[src/rtl/mem_stage_pkg.sv]
// Shared definitions for the MEM pipeline stage: op_mem bit indices, FSM states,
// bus field offsets and SRAM size encodings. MEM_ALIGN_CHECK_EN widens the WB bundle by one bit.
package mem_stage_pkg;

    localparam int OP_LD_B = 0;
    localparam int OP_LD_H = 1;
    localparam int OP_LD_W = 2;
    localparam int OP_ST_B = 3;
    localparam int OP_ST_H = 4;
    localparam int OP_ST_W = 5;

    // EX -> MEM bundle field offsets
    localparam int EX_BRK       = 219;
    localparam int EX_OP_LSB    = 213;
    localparam int EX_INSTV     = 198;
    localparam int EX_PC_LSB    = 134;
    localparam int EX_INST_LSB  = 102;
    localparam int EX_WIDX_LSB  = 97;
    localparam int EX_WEN       = 96;
    localparam int EX_SDATA_LSB = 64;
    localparam int EX_ADDR_LSB  = 0;
    localparam int INST_ZEXT    = 25;

    // MEM -> WB bundle and bypass offsets
    localparam int WB_WEN      = 32;
    localparam int WB_WIDX_LSB = 33;
    localparam int WB_ALE      = 104;
    localparam int BYP_WEN     = 0;
    localparam int BYP_WIDX_LSB = 1;
    localparam int BYP_DATA_LSB = 6;

    localparam logic [1:0] SIZE_B = 2'd0;
    localparam logic [1:0] SIZE_H = 2'd1;
    localparam logic [1:0] SIZE_W = 2'd2;

`ifdef MEM_ALIGN_CHECK_EN
    localparam int WB_W_DEF = 105;
`else
    localparam int WB_W_DEF = 104;
`endif

    typedef enum logic [1:0] {S_EMPTY, S_ISSUE, S_WAIT, S_READY} state_e;

    // Only the EX fields MEM actually consumes are kept in the stage register.
    typedef struct packed {
        logic        is_break;
        logic [5:0]  op;
        logic        inst_valid;
        logic [31:0] pc;
        logic [31:0] inst;
        logic [4:0]  widx;
        logic        wen;
        logic [31:0] sdata;
        logic [31:0] addr;
    } ex_lat_t;

    function automatic logic [1:0] size_of(input logic [5:0] op);
        if (op[OP_LD_B] | op[OP_ST_B])      return SIZE_B;
        else if (op[OP_LD_H] | op[OP_ST_H]) return SIZE_H;
        else                                return SIZE_W;
    endfunction

endpackage

[src/rtl/mem_load_align.sv]
// Combinational load-data aligner: picks the addressed byte/half out of the
// SRAM word and sign- or zero-extends it.
module mem_load_align
    import mem_stage_pkg::*;
(
    input  logic [31:0] rdata_i,
    input  logic [1:0]  addr_lo_i,
    input  logic [5:0]  op_mem_i,
    input  logic        zext_i,
    output logic [31:0] result_o
);

    logic [7:0]  byte_sel;
    logic [15:0] half_sel;
    logic        unused_store_ops;

    assign byte_sel = rdata_i[8*addr_lo_i +: 8];
    assign half_sel = rdata_i[16*addr_lo_i[1] +: 16];
    assign unused_store_ops = ^op_mem_i[OP_ST_W:OP_ST_B];

    always_comb begin
        result_o = rdata_i;
        if (op_mem_i[OP_LD_B])
            result_o = {{24{byte_sel[7] & ~zext_i}}, byte_sel};
        else if (op_mem_i[OP_LD_H])
            result_o = {{16{half_sel[15] & ~zext_i}}, half_sel};
    end

endmodule

[src/rtl/mem_stage.sv]
// MEM pipeline stage: accepts the EX bundle, runs one data-SRAM transaction for
// loads/stores, and presents the WB bundle plus bypass. Optional: MEM_ALIGN_CHECK_EN.
module mem_stage
    import mem_stage_pkg::*;
#(
    parameter int EX_W  = 220,
    parameter int WB_W  = WB_W_DEF,
    parameter int BYP_W = 38
) (
    input  logic             clk,
    input  logic             reset,
    input  logic [EX_W-1:0]  ex_ctrl_bus,
    input  logic             left_valid,
    output logic             left_ready,
    output logic [WB_W-1:0]  mem_ctrl_bus,
    output logic             right_valid,
    input  logic             right_ready,
    output logic [BYP_W-1:0] mem_bypass,
    output logic             mem_load_pending,
    output logic             data_sram_req,
    output logic             data_sram_wr,
    output logic [1:0]       data_sram_size,
    output logic [3:0]       data_sram_wstrb,
    output logic [31:0]      data_sram_addr,
    output logic [31:0]      data_sram_wdata,
    input  logic             data_sram_addr_ok,
    input  logic             data_sram_data_ok,
    input  logic [31:0]      data_sram_rdata
);

    state_e      state_q, state_d;
    ex_lat_t     lat_q, lat_d, lat_in;
    logic [31:0] result_q, result_d;
    logic [31:0] load_data;
    logic        accept, in_mem, in_mis;
    logic        issuing, is_load_q, is_store_q;
    logic        unused_ex_fields;

    assign lat_in = {ex_ctrl_bus[EX_BRK], ex_ctrl_bus[EX_OP_LSB +: 6], ex_ctrl_bus[EX_INSTV],
                     ex_ctrl_bus[EX_PC_LSB +: 32], ex_ctrl_bus[EX_INST_LSB +: 32],
                     ex_ctrl_bus[EX_WIDX_LSB +: 5], ex_ctrl_bus[EX_WEN],
                     ex_ctrl_bus[EX_SDATA_LSB +: 32], ex_ctrl_bus[EX_ADDR_LSB +: 32]};
    assign unused_ex_fields = ^{ex_ctrl_bus[212:199], ex_ctrl_bus[197:166], ex_ctrl_bus[63:32]};

    assign in_mem = |lat_in.op;
`ifdef MEM_ALIGN_CHECK_EN
    logic ale_q, ale_d;
    assign in_mis = ((lat_in.op[OP_LD_H] | lat_in.op[OP_ST_H]) & lat_in.addr[0]) |
                    ((lat_in.op[OP_LD_W] | lat_in.op[OP_ST_W]) & (|lat_in.addr[1:0]));
`else
    assign in_mis = 1'b0;
`endif

    assign left_ready = (state_q == S_EMPTY) | ((state_q == S_READY) & right_ready);
    assign accept     = left_valid & left_ready;
    assign issuing    = (state_q == S_ISSUE);
    assign is_load_q  = |lat_q.op[OP_LD_W:OP_LD_B];
    assign is_store_q = |lat_q.op[OP_ST_W:OP_ST_B];

    mem_load_align u_align (
        .rdata_i   (data_sram_rdata),
        .addr_lo_i (lat_q.addr[1:0]),
        .op_mem_i  (lat_q.op),
        .zext_i    (lat_q.inst[INST_ZEXT]),
        .result_o  (load_data)
    );

    always_comb begin
        state_d  = state_q;
        lat_d    = lat_q;
        result_d = result_q;
`ifdef MEM_ALIGN_CHECK_EN
        ale_d    = ale_q;
`endif
        case (state_q)
            S_ISSUE: if (data_sram_addr_ok) state_d = S_WAIT;
            S_WAIT: begin
                if (data_sram_data_ok) begin
                    state_d = S_READY;
                    if (is_load_q) result_d = load_data;
                end
            end
            S_READY: if (right_ready & ~left_valid) state_d = S_EMPTY;
            default: ;
        endcase
        // A new bundle overrides whatever READY would have done this cycle.
        if (accept) begin
            lat_d    = lat_in;
            result_d = lat_in.addr;
            state_d  = (in_mem & ~in_mis) ? S_ISSUE : S_READY;
            if (in_mis) lat_d.wen = 1'b0;
`ifdef MEM_ALIGN_CHECK_EN
            ale_d    = in_mis;
`endif
        end
    end

    always_ff @(posedge clk) begin
        if (reset) begin
            state_q  <= S_EMPTY;
            lat_q    <= '0;
            result_q <= '0;
        end else begin
            state_q  <= state_d;
            lat_q    <= lat_d;
            result_q <= result_d;
        end
    end

`ifdef MEM_ALIGN_CHECK_EN
    always_ff @(posedge clk) begin
        if (reset) ale_q <= 1'b0;
        else       ale_q <= ale_d;
    end
    assign mem_ctrl_bus = {ale_q, lat_q.is_break, lat_q.inst_valid, lat_q.pc, lat_q.inst,
                           lat_q.widx, lat_q.wen, result_q};
`else
    assign mem_ctrl_bus = {lat_q.is_break, lat_q.inst_valid, lat_q.pc, lat_q.inst,
                           lat_q.widx, lat_q.wen, result_q};
`endif

    assign right_valid      = (state_q == S_READY);
    assign mem_bypass       = right_valid ? {result_q, lat_q.widx, lat_q.wen & lat_q.inst_valid} : '0;
    assign mem_load_pending = ((state_q == S_ISSUE) | (state_q == S_WAIT)) & is_load_q &
                              lat_q.wen & (lat_q.widx != 5'd0);

    assign data_sram_req  = issuing;
    assign data_sram_wr   = issuing & is_store_q;
    assign data_sram_size = issuing ? size_of(lat_q.op) : 2'd0;

    always_comb begin
        data_sram_addr  = '0;
        data_sram_wstrb = '0;
        data_sram_wdata = '0;
        if (issuing) begin
            case (size_of(lat_q.op))
                SIZE_W:  data_sram_addr = {lat_q.addr[31:2], 2'b00};
                SIZE_H:  data_sram_addr = {lat_q.addr[31:1], 1'b0};
                default: data_sram_addr = lat_q.addr;
            endcase
            if (lat_q.op[OP_ST_B]) begin
                data_sram_wstrb = 4'b0001 << lat_q.addr[1:0];
                data_sram_wdata = {4{lat_q.sdata[7:0]}};
            end else if (lat_q.op[OP_ST_H]) begin
                data_sram_wstrb = 4'b0011 << {lat_q.addr[1], 1'b0};
                data_sram_wdata = {2{lat_q.sdata[15:0]}};
            end else if (lat_q.op[OP_ST_W]) begin
                data_sram_wstrb = 4'hF;
                data_sram_wdata = lat_q.sdata;
            end
        end
    end

endmodule

[config.mk]
export PLATFORM = sky130hd
export DESIGN_NAME = mem_stage
export DESIGN_NICKNAME = d
export VERILOG_FILES = /design/src/rtl/mem_stage_pkg.sv /design/src/rtl/mem_load_align.sv /design/src/rtl/mem_stage.sv
export SDC_FILE = /design/constraint.sdc
export NUM_CORES = 1
export LEC_CHECK = 0
export CELL_PAD_IN_SITES_DETAIL_PLACEMENT = 0
export CELL_PAD_IN_SITES_GLOBAL_PLACEMENT = 2
export CORE_ASPECT_RATIO = 0.5
export CORE_MARGIN = 2
export CORE_UTILIZATION = 20
export CTS_CLUSTER_SIZE = 10
export DETAILED_ROUTE_END_ITERATION = 8
export PLACE_DENSITY_LB_ADDON = 0.1
export SYNTH_ARGS = -nofsm -noshare
export SYNTH_HDL_FRONTEND = slang
export SYNTH_SLANG_ARGS = --single-unit
[constraint.sdc]
create_clock -name clk -period 2.4 [get_ports clk]
set_clock_uncertainty 0.15 [all_clocks]
set_input_delay 0.24 -clock clk [delete_from_list [all_inputs] [get_ports clk]]
set_output_delay 0.24 -clock clk [all_outputs]
set_load 0.02 [all_outputs]
==> results of run 1 <==
[repair_timing]
action,4_1_cts,5_1_grt
gates cloned,0,0
hold buffers,1,0
buffers inserted,1,0
setup endpoints to repair,112,59
hold endpoints to repair,1,0
resized for setup,121,69
[cells in the mapped netlist (2+ instances only)]
cell type,instances,area [sq um]
sky130_fd_sc_hd__nor4_1,3,18.8
sky130_fd_sc_hd__o211a_1,2,20.0
sky130_fd_sc_hd__nand2b_1,8,50.1
sky130_fd_sc_hd__o21ai_0,16,80.1
sky130_fd_sc_hd__o221a_2,7,78.8
sky130_fd_sc_hd__nor2b_1,6,37.5
sky130_fd_sc_hd__nor2_1,29,109
sky130_fd_sc_hd__o2111a_1,2,22.5
sky130_fd_sc_hd__buf_2,21,105
sky130_fd_sc_hd__a31oi_1,9,56.3
sky130_fd_sc_hd__and3_1,9,56.3
sky130_fd_sc_hd__o21ai_2,2,17.5
sky130_fd_sc_hd__nand3_1,16,80.1
sky130_fd_sc_hd__o221ai_1,7,61.3
sky130_fd_sc_hd__a221oi_1,7,61.3
sky130_fd_sc_hd__a21boi_0,8,60.1
sky130_fd_sc_hd__buf_4,73,548
sky130_fd_sc_hd__a211o_1,6,52.6
sky130_fd_sc_hd__a211oi_1,8,60.1
sky130_fd_sc_hd__nand2_1,314,1180
sky130_fd_sc_hd__ha_1,4,50.1
sky130_fd_sc_hd__a21oi_1,167,836
sky130_fd_sc_hd__a22oi_1,16,120
sky130_fd_sc_hd__and2_1,84,526
sky130_fd_sc_hd__inv_1,7,26.3
sky130_fd_sc_hd__nor3_1,9,45.0
sky130_fd_sc_hd__clkbuf_1,70,263
sky130_fd_sc_hd__dfxtp_1,176,3520
sky130_fd_sc_hd__nor3b_1,10,75.1
sky130_fd_sc_hd__or2_2,2,12.5
sky130_fd_sc_hd__mux2i_1,26,260
sky130_fd_sc_hd__nand3b_1,2,15.0
sky130_fd_sc_hd__o2bb2ai_1,8,70.1
sky130_fd_sc_hd__o311ai_0,2,17.5
[flip-flops by register name (all words and copies together) (netlist names)]
register / cells
mem_ctrl_bus: 72
lat_q: 70
state_q: 2
result_q: 32
[critical path: cells and delay by family (launching register included)]
kind                     cells  cell delay, ps
adder cells (fa/ha/maj)      1             250
buffers and inverters        3             640
flip-flops                   1             320
AND/OR/NAND/NOR              1             260
[cell families (layout without fill, tap and decap cells)]
family / after synthesis / after routing / share of synthesized area (%)
flip-flops: 176 / 176 / 40.4
multiplexers: 27 / 27 / 3.11
AO/OA/AOI/OAI: 276 / 276 / 19.4
adder cells (fa/ha/maj): 4 / 4 / 0.574
AND/OR/NAND/NOR: 496 / 496 / 25.6
buffers and inverters: 173 / 499 / 10.9
[routing by layer]
metal | vias to the layer above | global-route usage, % | routed length (microns)
met2 | 148 | 29.1 | 19300
met1 | 4203 | 19.4 | 16300
met4 | 0 | 2.78 | 247
met3 | 16 | 3.91 | 1550
li1 | 4414 | - | -
met5 | - | 0 | 0
[through the flow]
stage	cell area (sq um)	total power [mW]	util (%)
finish	13700	12.4	31.7
global route	13700	13.2	31.7
CTS	13700	12.6	31.7
detailed placement	13200	9.58	30.5
global placement	13200	9.54	30.5
floorplan	8720	6.93	-
[area by class of cell]
cell class / count / area [sq um]
multi-input cells: 803 / 4300
clock inverters: 12 / 159
well taps: 588 / 736
flip-flops and latches: 176 / 3530
clock buffers: 20 / 447
fillers: 4677 / 29600
inverters: 8 / 30.0
repair buffers: 459 / 4540
[how the worst max path moves through the flow]
stage	end	slack, ps	cells after the start
6_report	data_sram_size[0]	80	5
4_1_cts	data_sram_size[1]	20	4
5_1_grt	data_sram_wdata[12]	-1	6
3_3_place_gp	data_sram_size[0]	-40	5
2_1_floorplan	data_sram_wdata[18]	250	5
3_5_place_dp	data_sram_size[0]	-90	5
[power by group through the flow]
stage	clock [mW]	sequential [mW]	combinational, mW
6_report	2.98	3.96	5.44
5_1_grt	3.23	4.05	5.92
4_1_cts	3.11	3.98	5.51
3_5_place_dp	0	4.04	5.55
3_3_place_gp	0	4.02	5.53
2_1_floorplan	0	4.04	2.89
==> flow_summary_export.csv, run 1 <==
group,metric,value,unit
timing,final_min_period_over_clock_period,96.5,%
timing,postLayoutSetupSlackWorst,84.2,ps
placed_design,gp_congestion,0.780,
setup_path,r2r_slack,270,ps
timing,worst_slew_margin_rel,66.7,%
timing,rsz_0062_raised_after_global_routing,"true",
finish,finish.cell_count_without_fillers,2066,
clock_tree,clock_tree_from_tritoncts,"built",
setup_path,critPathSlowestCell,"sky130_fd_sc_hd__clkdlybuf4s15_1",
detailed_routing,detail_route.wirelength,37.5,mm
yosys,ys_dominant_reg_cell,"sky130_fd_sc_hd__dfxtp_1",
placed_design,hpwlAfterDp,28.7,mm
run_status,run_status,"complete, no violations",
setup_path,worst-endpoint-arrival,1930,ps
setup_path,crit_fanout,10,
yosys,synth_area_per_cell,7.57,sq um
floorplanning,rows,54,
floorplanning,top_level_ports,475,
detailed_routing,dr_total_vias,8781,
pwr,power_switching,4.79,mW
pwr,power_frac_comb,43.9,%
pwr,seq_power_share,32.0,%
yosys,synthesis.nets,1414,
yosys,post_synth_inst_count,1152,
detailed_routing,avgViaCountPerCell,4.25,
clock_tree,clock_latency,450,ps
pwr,clock_power_share,24.1,%
global_routing,grt_max_degree,69,
clock_tree,clkSinkCount,176,
finish,area_delta_synth_final,57.4,%
timing,min_tclk_post_route,2320,ps
detailed_routing,wire_per_inst,18.1,microns
yosys,synth_enable_flop_cells,0,
global_routing,overflow,0,
clock_tree,h-tree-depth,4,
setup_path,critPathLaunch,"state_q[1]",
global_routing,grt_antenna_before_repair,0,
timing,max_freq,432,MHz
finish,drive_gt1_share,8.73,%
job,cap_violations,0,
clock_tree,cts_max_path_buffers,2,
pwr,power_report.internal_total,7.59,mW
timing,report.final.setup_viol,0,
yosys,syn_warnings,0,
yosys,ys_seq_area_share,40.4,%
placed_design,buffer_ports.inserted,396,
global_routing,grt_pass1_vias,8765,
setup_path,startpoint_type,"flop",
worst_hold_path,whs_endpoint,"mem_ctrl_bus[32]",
setup_path,worstReg2RegEnd,"result_q[21]",
finish,mostFrequentLayoutCell,"sky130_fd_sc_hd__nand2_1",
floorplanning,total_die_area,45400,sq um
pwr,power_per_cell_area,902,nW/um^2
clock_tree,cts_made_buffers,17,
worst_hold_path,min-delay-start,"ex_ctrl_bus[96]",
global_routing,first_pass_grt_wire_length,54.7,mm
setup_path,crit_required,2010,ps
detailed_routing,postRouteAntennaNets,0,
setup_path,timing.rr.start,"state_q[0]",
setup_path,cp_slowest_stage_delay,360,ps
setup_path,worstPathCellList,"inv_1 > ha_4 > buf_4 > nor4b_2 > clkdlybuf4s15_1",
clock_tree,clkTransAtPathRegs,80,ps
yosys,synth.cell_area,8720,sq um
clock_tree,clk_root_buffer_cell,"sky130_fd_sc_hd__clkbuf_16",
finish,antenna_cells,0,
timing,hold-worst-slack,174,ps
setup_path,timing.setup.critical_path_class,"reg2out",
pwr,peakVddDrop,0.660,mV
setup_path,worst_setup_end_kind,"output port",
floorplanning,core_area,43300,sq um
detailed_routing,drtPass1Iterations,5,
global_routing,grt_usage,16.0,%
yosys,async_reset_ff_share,0,%
floorplanning,initial_utilization,20.1,%
yosys,synth_cell_types,50,
yosys,yosys_register_bits,176,
placed_design,place_worst_setup_slack,-91.0,ps
detailed_routing,drcViolationCount,0,
timing,totalNegativeSetupSlack,0,ps
worst_hold_path,holdCritPathClass,"in2reg",
finish,layout_common_cells,"sky130_fd_sc_hd__nand2_1 (313), sky130_fd_sc_hd__clkdlybuf4s50_1 (282), sky130_fd_sc_hd__dfxtp_1 (174), sky130_fd_sc_hd__a21oi_1 (166), sky130_fd_sc_hd__and2_1 (84)",
pwr,sw_frac_of_total,38.7,%
floorplanning,dieWidth,299,microns
detailed_routing,initialDrtViolationCount,388,
worst_hold_path,count_of_cells_along_the_worst_hold_path,3,
timing,tightest_slew,493,ps
finish,nets,1727,
pwr,power.leakage,5.42,nW
placed_design,post-place-cells,2032,
timing,finalMaxSlewViolations,0,
setup_path,ff2ff_path_depth,8,
floorplanning,fp.dieH,152,microns
timing,hold_viol,0,
Power figures use the tool's default switching activity.
==> run 2: changes to the inputs <==
- PLACE_DENSITY_LB_ADDON: 0.1 -> 0.08
- SETUP_SLACK_MARGIN: default -> 0.15
==> flow_summary_export.csv, run 2 (same netlist as run 1, synthesis figures left out) <==
group,metric,value,unit
finish,area_delta_synth_final,54.1,%
global_routing,overflow,0,
timing,tightest_slew,496,ps
finish,final.fill_count,4701,
global_routing,grt_usage,16.1,%
detailed_routing,drcViolationCount,0,
floorplanning,initial_utilization,20.1,%
setup_path,worst_setup_end_kind,"output port",
setup_path,r2r_slack,340,ps
pwr,seq_power_share,32.5,%
finish,largest_register_ff_count,72,
pwr,power_frac_comb,42.4,%
global_routing,grt_most_used_layer,"met2",
global_routing,grt_pass1_vias,8620,
clock_tree,clkSinkCount,176,
timing,final_min_period_over_clock_period,92.8,%
floorplanning,total_die_area,45400,sq um
finish,drive_gt1_share,13.4,%
setup_path,crit_required,2010,ps
pwr,total_power,12.3,mW
floorplanning,top_level_ports,475,
pwr,clock_power_share,25.2,%
clock_tree,clock_tree_from_tritoncts,"built",
global_routing,grt_util_met2,28.4,%
finish,finish.instance_area,13400,sq um
finish,seq_area,3530,sq um
global_routing,global_route_track_usage_on_met1,20.1,%
detailed_routing,postRouteAntennaNets,0,
floorplanning,dieWidth,299,microns
placed_design,post-place-cells,2017,
floorplanning,core_area,43300,sq um
finish,finish.cell_count_without_fillers,2058,
pwr,power.leakage,5.27,nW
detailed_routing,wire_per_inst,18.3,microns
pwr,power_switching,4.80,mW
finish,mostFrequentLayoutCell,"sky130_fd_sc_hd__nand2_1",
global_routing,first_pass_grt_wire_length,54.9,mm
global_routing,grt_antenna_before_repair,1,
finish,nets,1716,
timing,max_freq,449,MHz
detailed_routing,drtPass1Iterations,5,
clock_tree,clk_root_buffer_cell,"sky130_fd_sc_hd__clkbuf_16",
pwr,sw_frac_of_total,38.9,%
clock_tree,h-tree-depth,4,
placed_design,gp_congestion,0.819,
floorplanning,rows,54,
finish,layout_common_cells,"sky130_fd_sc_hd__nand2_1 (313), sky130_fd_sc_hd__clkdlybuf4s50_1 (282), sky130_fd_sc_hd__dfxtp_1 (169), sky130_fd_sc_hd__a21oi_1 (166), sky130_fd_sc_hd__and2_1 (84)",
timing,totalNegativeSetupSlack,0,ps
clock_tree,cts_made_buffers,17,
worst_hold_path,holdCritPathClass,"in2reg",
placed_design,buffer_ports.inserted,396,
setup_path,crit_fanout,8,
global_routing,grt_max_degree,65,
clock_tree,clkTransAtPathRegs,80,ps
setup_path,startpoint_type,"flop",
timing,rsz_0062_raised_after_global_routing,"true",
timing,hold_viol,0,
detailed_routing,initialDrtViolationCount,458,
placed_design,hpwlAfterDp,28.4,mm
detailed_routing,avgViaCountPerCell,4.29,
detailed_routing,detail_route.wirelength,37.7,mm
pwr,power_report.internal_total,7.52,mW
setup_path,worst-endpoint-arrival,1840,ps
placed_design,detailed_place.area,13000,sq um
pwr,peakVddDrop,0.768,mV
timing,min_tclk_post_route,2230,ps
timing,report.final.setup_viol,0,
run_status,run_status,"complete, no violations",
detailed_routing,dr_total_vias,8828,
clock_tree,cts_max_path_buffers,2,
timing,worst_slew_margin_rel,66.5,%
clock_tree,clock_latency,450,ps
job,cap_violations,0,
pwr,power_per_cell_area,916,nW/um^2
finish,area_of_the_multi_input_gates,4340,sq um
floorplanning,fp.dieH,152,microns
setup_path,timing.setup.critical_path_class,"reg2out",
timing,finalMaxSlewViolations,0,
global_routing,use_met3,3.85,%
run 2: cell count changes in the layout (fill, tap and decap cells not counted), sizes merged, moves of 3 or more:
cell and delta:
diode +3, inv +3, dlygate4sd2 -29, clkdlybuf4s15 -26, clkinvlp -3, buf +14
clkbuf +30
run 2: final cells by class:
class                           instances  area share (%)
Timing Repair Buffer                  448            31.0
Inverter                                8           0.223
Antenna cell                            3          0.0559
Sequential cell                       176            26.3
Tap cell                              588            5.47
Clock inverter                         14            1.50
Clock buffer                           18            3.19
Multi-Input combinational cell        803            32.3
run 2: timing repair:
item | in CTS | in global routing
endpoints found under the setup margin | 111 | 141
buffers inserted | 2 | 3
pin swaps | 1 | 2
gates resized for setup | 242 | 103
hold buffers | 1 | 0
hold endpoints to repair | 10 | 0
run 2: critical path, cell delays in order (launching register included):
cell                              delay, ps
sky130_fd_sc_hd__dfxtp_2                330
sky130_fd_sc_hd__inv_2                   70
sky130_fd_sc_hd__ha_4                   200
sky130_fd_sc_hd__o21ai_4                 80
sky130_fd_sc_hd__buf_4                  140
sky130_fd_sc_hd__buf_12                 130
sky130_fd_sc_hd__nor2_1                 150
sky130_fd_sc_hd__clkdlybuf4s15_2        280
run 2: power by group through the flow:
stage / combinational, mW / sequential [mW] / clock, mW
global placement: 5.26 / 4.03 / 0
global route: 5.71 / 4.09 / 3.35
floorplan: 2.89 / 4.04 / 0
CTS: 5.28 / 4.01 / 3.24
detailed placement: 5.28 / 4.06 / 0
finish: 5.22 / 4.00 / 3.10
run 2: path summary, 6_finish.rpt:
check / start / end / cells past startpoint
setup / recovery: state_q[1] / data_sram_wstrb[0] / 7
hold / removal: ex_ctrl_bus[96] / mem_ctrl_bus[32] / 3
hold reg to reg: lat_q[21] / lat_q[21] / 2
setup reg to reg: state_q[1] / result_q[22] / 7
run 2: routing by layer:
metal / up-vias / part of all wire (%)
met5: - / 0
met4: 0 / 0.79
met3: 18 / 4.0
met2: 146 / 51
met1: 4253 / 44
li1: 4411 / -
run 2: per-stage QoR:
stage	worst slack, ps	hold WS, ps	util, %
floorplan	254	226	-
global placement	67.5	288	30.0
detailed placement	94.7	295	30.0
CTS	31.7	143	31.4
global route	70.5	148	31.0
finish	173	179	31.0
